`config.mk`:
```
export PLATFORM = sky130hd
export DESIGN_NAME = clkdiv_bank
export DESIGN_NICKNAME = d
export VERILOG_FILES = /design/src/rtl/clkdiv_bank.sv
export SDC_FILE = /design/constraint.sdc
export NUM_CORES = 1
export LEC_CHECK = 0
export CAP_MARGIN = 20
export CORE_MARGIN = 3
export CORE_UTILIZATION = 45
export DETAILED_ROUTE_END_ITERATION = 10
export PLACE_DENSITY_LB_ADDON = 0.1
export REMOVE_ABC_BUFFERS = 1
export SYNTH_ARGS = -nofsm -noshare
export SYNTH_HDL_FRONTEND = slang
export SYNTH_SLANG_ARGS = --single-unit
```
`constraint.sdc`:
```
create_clock -name clk -period 5.8 [get_ports clk]
set_input_delay 1.16 -clock clk [delete_from_list [all_inputs] [get_ports clk]]
set_output_delay 1.16 -clock clk [all_outputs]
set_load 0.01 [all_outputs]
```
`src/rtl/clkdiv_bank.sv`:
```
// ---------------------------------------------------------------------------
// clkdiv_bank
//
// A bank of NCH independent clock dividers that share one clock. Each channel
// counts clk cycles and toggles its divided clock every eff cycles, where eff
// is the channel's active divisor (a divisor of 0 counts as 1). The output
// period is therefore 2*eff cycles with a 50% duty cycle. A one-cycle tick
// accompanies every toggle.
//
// Divisors are loaded through a valid/ready port. A load to a running channel
// is held in a shadow register and takes effect at that channel's next
// terminal count, so a half-period is never cut short or stretched mid-way.
// A load to a stopped channel, or one that lands on a sync edge, is written
// straight into the active divisor.
//
// Ports
//   clk        in   1            sole clock, rising edge
//   rst_n      in   1            asynchronous active-low reset
//   en         in   NCH          per-channel run enable
//   sync       in   1            restart the phase of every channel
//   cfg_valid  in   1            divisor-load request
//   cfg_ready  out  1            addressed channel can take a load (comb.)
//   cfg_ch     in   CHW          target channel of the load
//   cfg_div    in   WIDTH        new divisor, unsigned
//   clk_div    out  NCH          registered divided clocks
//   tick       out  NCH          registered one-cycle pulse on each toggle
// ---------------------------------------------------------------------------
module clkdiv_bank #(
   parameter int NCH     = 4,
   parameter int WIDTH   = 32,
   parameter int DEF_DIV = 1,
   localparam int CHW    = (NCH > 1) ? $clog2(NCH) : 1
) (
   input  logic             clk,
   input  logic             rst_n,
   input  logic [NCH-1:0]   en,
   input  logic             sync,
   input  logic             cfg_valid,
   output logic             cfg_ready,
   input  logic [CHW-1:0]   cfg_ch,
   input  logic [WIDTH-1:0] cfg_div,
   output logic [NCH-1:0]   clk_div,
   output logic [NCH-1:0]   tick
);

   // ------------------------------------------------------------------------
   // Per-channel state
   // ------------------------------------------------------------------------
   logic [WIDTH-1:0] cnt_q [NCH];
   logic [WIDTH-1:0] cnt_d [NCH];
   logic [WIDTH-1:0] act_q [NCH];
   logic [WIDTH-1:0] act_d [NCH];
   logic [WIDTH-1:0] shd_q [NCH];
   logic [WIDTH-1:0] shd_d [NCH];
   logic [NCH-1:0]   pend_q;
   logic [NCH-1:0]   pend_d;
   logic [NCH-1:0]   clk_div_q;
   logic [NCH-1:0]   clk_div_d;
   logic [NCH-1:0]   tick_q;
   logic [NCH-1:0]   tick_d;

   // Decoded helpers
   logic [WIDTH-1:0] eff_m1 [NCH];   // effective divisor minus one
   logic [NCH-1:0]   term;           // terminal count this cycle
   logic [NCH-1:0]   acc;            // load accepted into this channel

   // ------------------------------------------------------------------------
   // Load handshake.
   // A transfer happens on a rising edge where cfg_valid and cfg_ready are
   // both high. The requester holds cfg_ch/cfg_div stable while cfg_valid is
   // high and not yet accepted. cfg_ready is low only while the addressed
   // channel still holds an unapplied shadow divisor; an index beyond the
   // last channel is always ready and the transfer is simply dropped.
   // ------------------------------------------------------------------------
   always_comb begin
      cfg_ready = 1'b1;
      for (int i = 0; i < NCH; i++) begin
         if (cfg_ch == CHW'(i)) begin
            cfg_ready = ~pend_q[i];
         end
      end
   end

   always_comb begin
      acc = '0;
      for (int i = 0; i < NCH; i++) begin
         acc[i] = cfg_valid && cfg_ready && (cfg_ch == CHW'(i));
      end
   end

   // ------------------------------------------------------------------------
   // Terminal-count detection. act==0 behaves as divisor 1, so eff-1 is 0 in
   // both cases; otherwise act-1 cannot underflow. Using >= rather than ==
   // means a shrinking divisor can never leave the counter stranded above
   // its new limit.
   // ------------------------------------------------------------------------
   always_comb begin
      for (int i = 0; i < NCH; i++) begin
         eff_m1[i] = '0;
         if (act_q[i] != '0) begin
            eff_m1[i] = act_q[i] - WIDTH'(1);
         end
         term[i] = en[i] && (cnt_q[i] >= eff_m1[i]);
      end
   end

   // ------------------------------------------------------------------------
   // Next-state logic.
   // Priority per channel: sync, then enabled run, then stopped.
   // Because acc implies pend_q==0 for that channel, an accept never collides
   // with a shadow-to-active transfer in the same cycle.
   // ------------------------------------------------------------------------
   always_comb begin
      for (int i = 0; i < NCH; i++) begin
         cnt_d[i]     = cnt_q[i];
         act_d[i]     = act_q[i];
         shd_d[i]     = shd_q[i];
         pend_d[i]    = pend_q[i];
         clk_div_d[i] = clk_div_q[i];
         tick_d[i]    = 1'b0;

         if (sync) begin
            // Phase restart: every channel starts a fresh low half-period.
            cnt_d[i]     = '0;
            clk_div_d[i] = 1'b0;
            pend_d[i]    = 1'b0;
            if (pend_q[i]) begin
               act_d[i] = shd_q[i];
            end
            if (acc[i]) begin
               act_d[i] = cfg_div;
            end
         end else if (en[i]) begin
            if (term[i]) begin
               // This terminal ends a half-period timed by the old act; a
               // pending shadow governs the half-period that starts now.
               cnt_d[i]     = '0;
               clk_div_d[i] = ~clk_div_q[i];
               tick_d[i]    = 1'b1;
               if (pend_q[i]) begin
                  act_d[i]  = shd_q[i];
                  pend_d[i] = 1'b0;
               end
            end else begin
               cnt_d[i] = cnt_q[i] + WIDTH'(1);
            end
            // A load landing on a terminal edge is parked in the shadow and
            // waits for the following terminal.
            if (acc[i]) begin
               shd_d[i]  = cfg_div;
               pend_d[i] = 1'b1;
            end
         end else begin
            // Stopped: hold phase, but flush any parked divisor so the
            // channel restarts with the most recent setting.
            if (pend_q[i]) begin
               act_d[i]  = shd_q[i];
               pend_d[i] = 1'b0;
            end
            if (acc[i]) begin
               act_d[i] = cfg_div;
            end
         end
      end
   end

   // ------------------------------------------------------------------------
   // State registers
   // ------------------------------------------------------------------------
   always_ff @(posedge clk or negedge rst_n) begin
      if (!rst_n) begin
         for (int i = 0; i < NCH; i++) begin
            cnt_q[i] <= '0;
            act_q[i] <= WIDTH'(DEF_DIV);
            shd_q[i] <= '0;
         end
         pend_q    <= '0;
         clk_div_q <= '0;
         tick_q    <= '0;
      end else begin
         for (int i = 0; i < NCH; i++) begin
            cnt_q[i] <= cnt_d[i];
            act_q[i] <= act_d[i];
            shd_q[i] <= shd_d[i];
         end
         pend_q    <= pend_d;
         clk_div_q <= clk_div_d;
         tick_q    <= tick_d;
      end
   end

   assign clk_div = clk_div_q;
   assign tick    = tick_q;

endmodule
```
==> flow_summary.yaml <==
outcome:
  status: "completed"
pwr:
  p_int_w: 0.00587
  p_switching_w: 0.00245
  p_leak_nw: 11.2
  p_comb_share_pct: 18.9
  finalPower_w: 0.00832
  power_frac_clock_pct: 36.5
  swShare_pct: 29.4
  seqPwrFrac_pct: 44.6
  worst_ir_drop_vdd_mv: 0.188
  cellPowerDensity_nw_per_um2: 314
floorplan:
  die_area_sq_um: 55400
  die_x_microns: 235
  coreArea_sq_um: 51700
  ioPinCount: 51
  rows: 83
  initial_core_util_pct: 45.8
  die_h_microns: 235
clock_network:
  insertion_delay_ns: 0.59
  ctsResizeCount: 0
  clockBufferDepth: 3
  cts_htree_levels: 2
  hold_buffers: 0
  clk_pin_slew_ns: 0.06
  cts_inserted_buffers: 46
  cts.sinks: 396
  cts-root-buf: "clkbuf_16"
  postCtsSetupBuffers: 0
  cts_tree: "yes"
layout:
  design_area_sq_um: 26500
  area_growth_pct: 11.9
  num-nets-final: 2688
  n_antenna_cell: 0
  drive_gt1_share_pct: 11.3
timing:
  finalHoldViolations: 0
  relSlewSlack_pct: 29.4
  fmax_ghz: 0.187
  maxSlewViolCount: 0
  rsz0062_at_grt: "no"
  fin_worst_skew_ns: 0.0163
  period_share_pct: 92.4
  tightest_slew_ns: 1.05
  setup_viol: 0
  period_needed_ns: 5.36
worst_hold_path:
  hold_depth: 1
  holdCritPathClass: "reg -> reg"
synthesis:
  synth.cell_area_sq_um: 23700
  yosysUniqueCellTypes: 78
  ys.flop_type: "dfrtp_1"
  synthTopCellsByArea: "dfrtp_1 41%, ha_1 7.4%, mux2_2 6.2%"
  synth_edf_count: 0
  syn-instance-count: 2498
  yosysSeqAreaShare_pct: 41.9
  synthArstFlopShare_pct: 100
  syn-mean-instance-area_sq_um: 9.48
  yosysWarnings: 0
  synth_top_area_share_pct: 41.4
  synth-seq-cells: 396
  synth_top_cell_by_area: "dfrtp_1"
worst_setup_path:
  worstPathRequired_ns: 6.25
  r2r_cells: 17
  cpPeakStageDelay_ns: 0.65
  cp-end-kind: "flop"
  slowest_stage: "nor2_2"
  crit_chain: "or4_4 > or4_1 > nor2_1 > nand2_2 > or3_1 > xnor2_1 > nand2_1 > ha_1 > a21oi_1 > a21boi_0 > o311ai_0 > a31oi_2 > buf_4 > nor2_2 > buf_4 > nand4_1 > o311ai_0"
  cp_top_family: "simple AND/OR/NAND/NOR gates"
  crit_buf_inv: 2
  path_class: "reg -> reg"
  worstSetupStartpointType: "flop"
  path_max_fanout: 23
  cp_num_cells: 17
  cp.arrival_ns: 5.81
grt:
  grt_pass1_wl_mm: 106
  antenna_found_initial: 2
  grt.total_usage_pct: 23.2
  grt_max_degree: 106
  grt_pass1_vias: 19400
  grt-ovfl-total: 0
placed_design:
  dp_hpwl_mm: 44.3
  place_area_sq_um: 24900
  io_buffers: 50
  place_congestion: 0.859
routing:
  drtAntennaViolNets: 0
  drt-total-wl_mm: 65.6
  route.detailed.drc: 0
  vias: 19900
  drt-initial-drc-count: 1422
  wl_per_cell_microns: 20.4
  first_pass_iters: 5
  vias_per_cell: 6.17
flow_run:
  cap_violations: 0
[metal layers]
| metal | part of all wire [%] | wire, microns | global-route usage [%] | up-vias |
|---|---|---|---|---|
| met5 | 0 | 0 | 0 | - |
| met4 | 2.9 | 1930 | 7.49 | 0 |
| met3 | 4.5 | 2980 | 3.02 | 102 |
| met2 | 45 | 29900 | 36.5 | 454 |
| met1 | 47 | 30900 | 33.3 | 9886 |
| li1 | - | - | - | 9429 |
[kinds of logic after synthesis]
kind of cell               Yosys count  share of synthesized area (%)
AOI/OAI and AO/OA                  617                           17.7
DFF                                396                           41.9
adders and majority gates          140                           7.40
muxes                              143                           6.73
and+or+nand+nor                    921                           19.8
xor gates and xnor gates            97                           3.59
buffers and inverters              184                           3.00
[sequential cells by signal (all words and copies together), names as in the netlist]
| name | flops |
|---|---|
| act_q | 128 |
| pend_q | 4 |
| clk_div | 4 |
| cnt_q | 128 |
| tick | 4 |
| shd_q | 128 |
[path summary, 6_finish.rpt]
kind | startpoint | to | slack (ns)
min in group asynchronous | rst_n | cnt_q[39] | 0.65
setup / recovery | act_q[105] | cnt_q[124] | 0.44
setup reg to reg | act_q[105] | cnt_q[124] | 0.44
hold / removal | shd_q[88] | shd_q[88] | 0.51
hold reg to reg | shd_q[88] | shd_q[88] | 0.51
max in group asynchronous | rst_n | cnt_q[26] | 3.91
[layout by cell type, fill, tap and decap left out, types with 11 or more instances in the layout]
master / n
xor2_1: 60
or4_1: 26
nor4_1: 35
nand4_1: 55
o21ai_0: 91
o311ai_0: 19
mux2i_1: 12
nor3_1: 81
nor2_1: 128
o31ai_1: 22
a2bb2oi_1: 124
inv_1: 45
nand3_1: 107
nand2b_1: 32
clkbuf_16: 49
and3_1: 22
o22ai_1: 131
nand2_1: 288
and2_1: 14
a21oi_1: 112
ha_1: 140
nand4b_1: 25
clkbuf_1: 11
clkdlybuf4s50_1: 48
a31oi_1: 29
dfrtp_1: 392
buf_4: 42
xnor2_1: 37
or3_1: 44
mux2_2: 131
a21o_1: 11
[metrics by stage]
step                setup slack, ns  std cells  hold slack, ns  utilization [%]  TNS [ns]
floorplan                   -0.0606       2363           0.477                -   -0.0794
global placement              0.691       3138           0.488             48.2         0
detailed placement            0.490       3138           0.494             48.2         0
CTS                           0.426       3222           0.508             51.3         0
global route                 0.0595       3222           0.513             51.3         0
finish                        0.440       3222           0.506             51.3         0
[cells in the mapped netlist, types with 9 or more instances]
| cell | number |
|---|---|
| nand4_1 | 55 |
| xnor2_1 | 37 |
| mux2_2 | 131 |
| a211oi_1 | 10 |
| nand3_1 | 107 |
| a31oi_1 | 29 |
| o31ai_1 | 22 |
| buf_2 | 15 |
| nor3b_1 | 9 |
| a21o_1 | 11 |
| nand4b_1 | 25 |
| or3_1 | 44 |
| and4_1 | 9 |
| o311ai_0 | 19 |
| nor2_1 | 130 |
| nor3_1 | 82 |
| a2bb2oi_1 | 124 |
| xor2_1 | 60 |
| dfrtp_1 | 392 |
| o21ai_0 | 91 |
| clkbuf_1 | 117 |
| nand2_1 | 288 |
| o21a_1 | 9 |
| a21oi_1 | 116 |
| or2_2 | 9 |
| nand2b_1 | 32 |
| o22ai_1 | 131 |
| ha_1 | 140 |
| inv_1 | 45 |
| and3_1 | 22 |
| or4_1 | 26 |
| nor4_1 | 35 |
| mux2i_1 | 12 |
| and2_1 | 14 |
[final cells by class]
cell class | instances | area (sq um)
well taps | 680 | 851
inverters | 49 | 184
flip-flops and latches | 396 | 9910
multi-input cells | 1918 | 13100
fillers | 4690 | 25200
clock buffers | 65 | 1340
clock inverters | 19 | 238
repair buffers | 95 | 891
[power by group through the flow]
stage               Sequential, W  Combinational [W]  Clock, W
floorplan                 0.00360            0.00115         0
global placement          0.00374            0.00151         0
detailed placement        0.00375            0.00157         0
CTS                       0.00371            0.00158   0.00311
global route              0.00378            0.00177   0.00322
finish                    0.00371            0.00157   0.00304
Power figures use the tool's default switching activity.
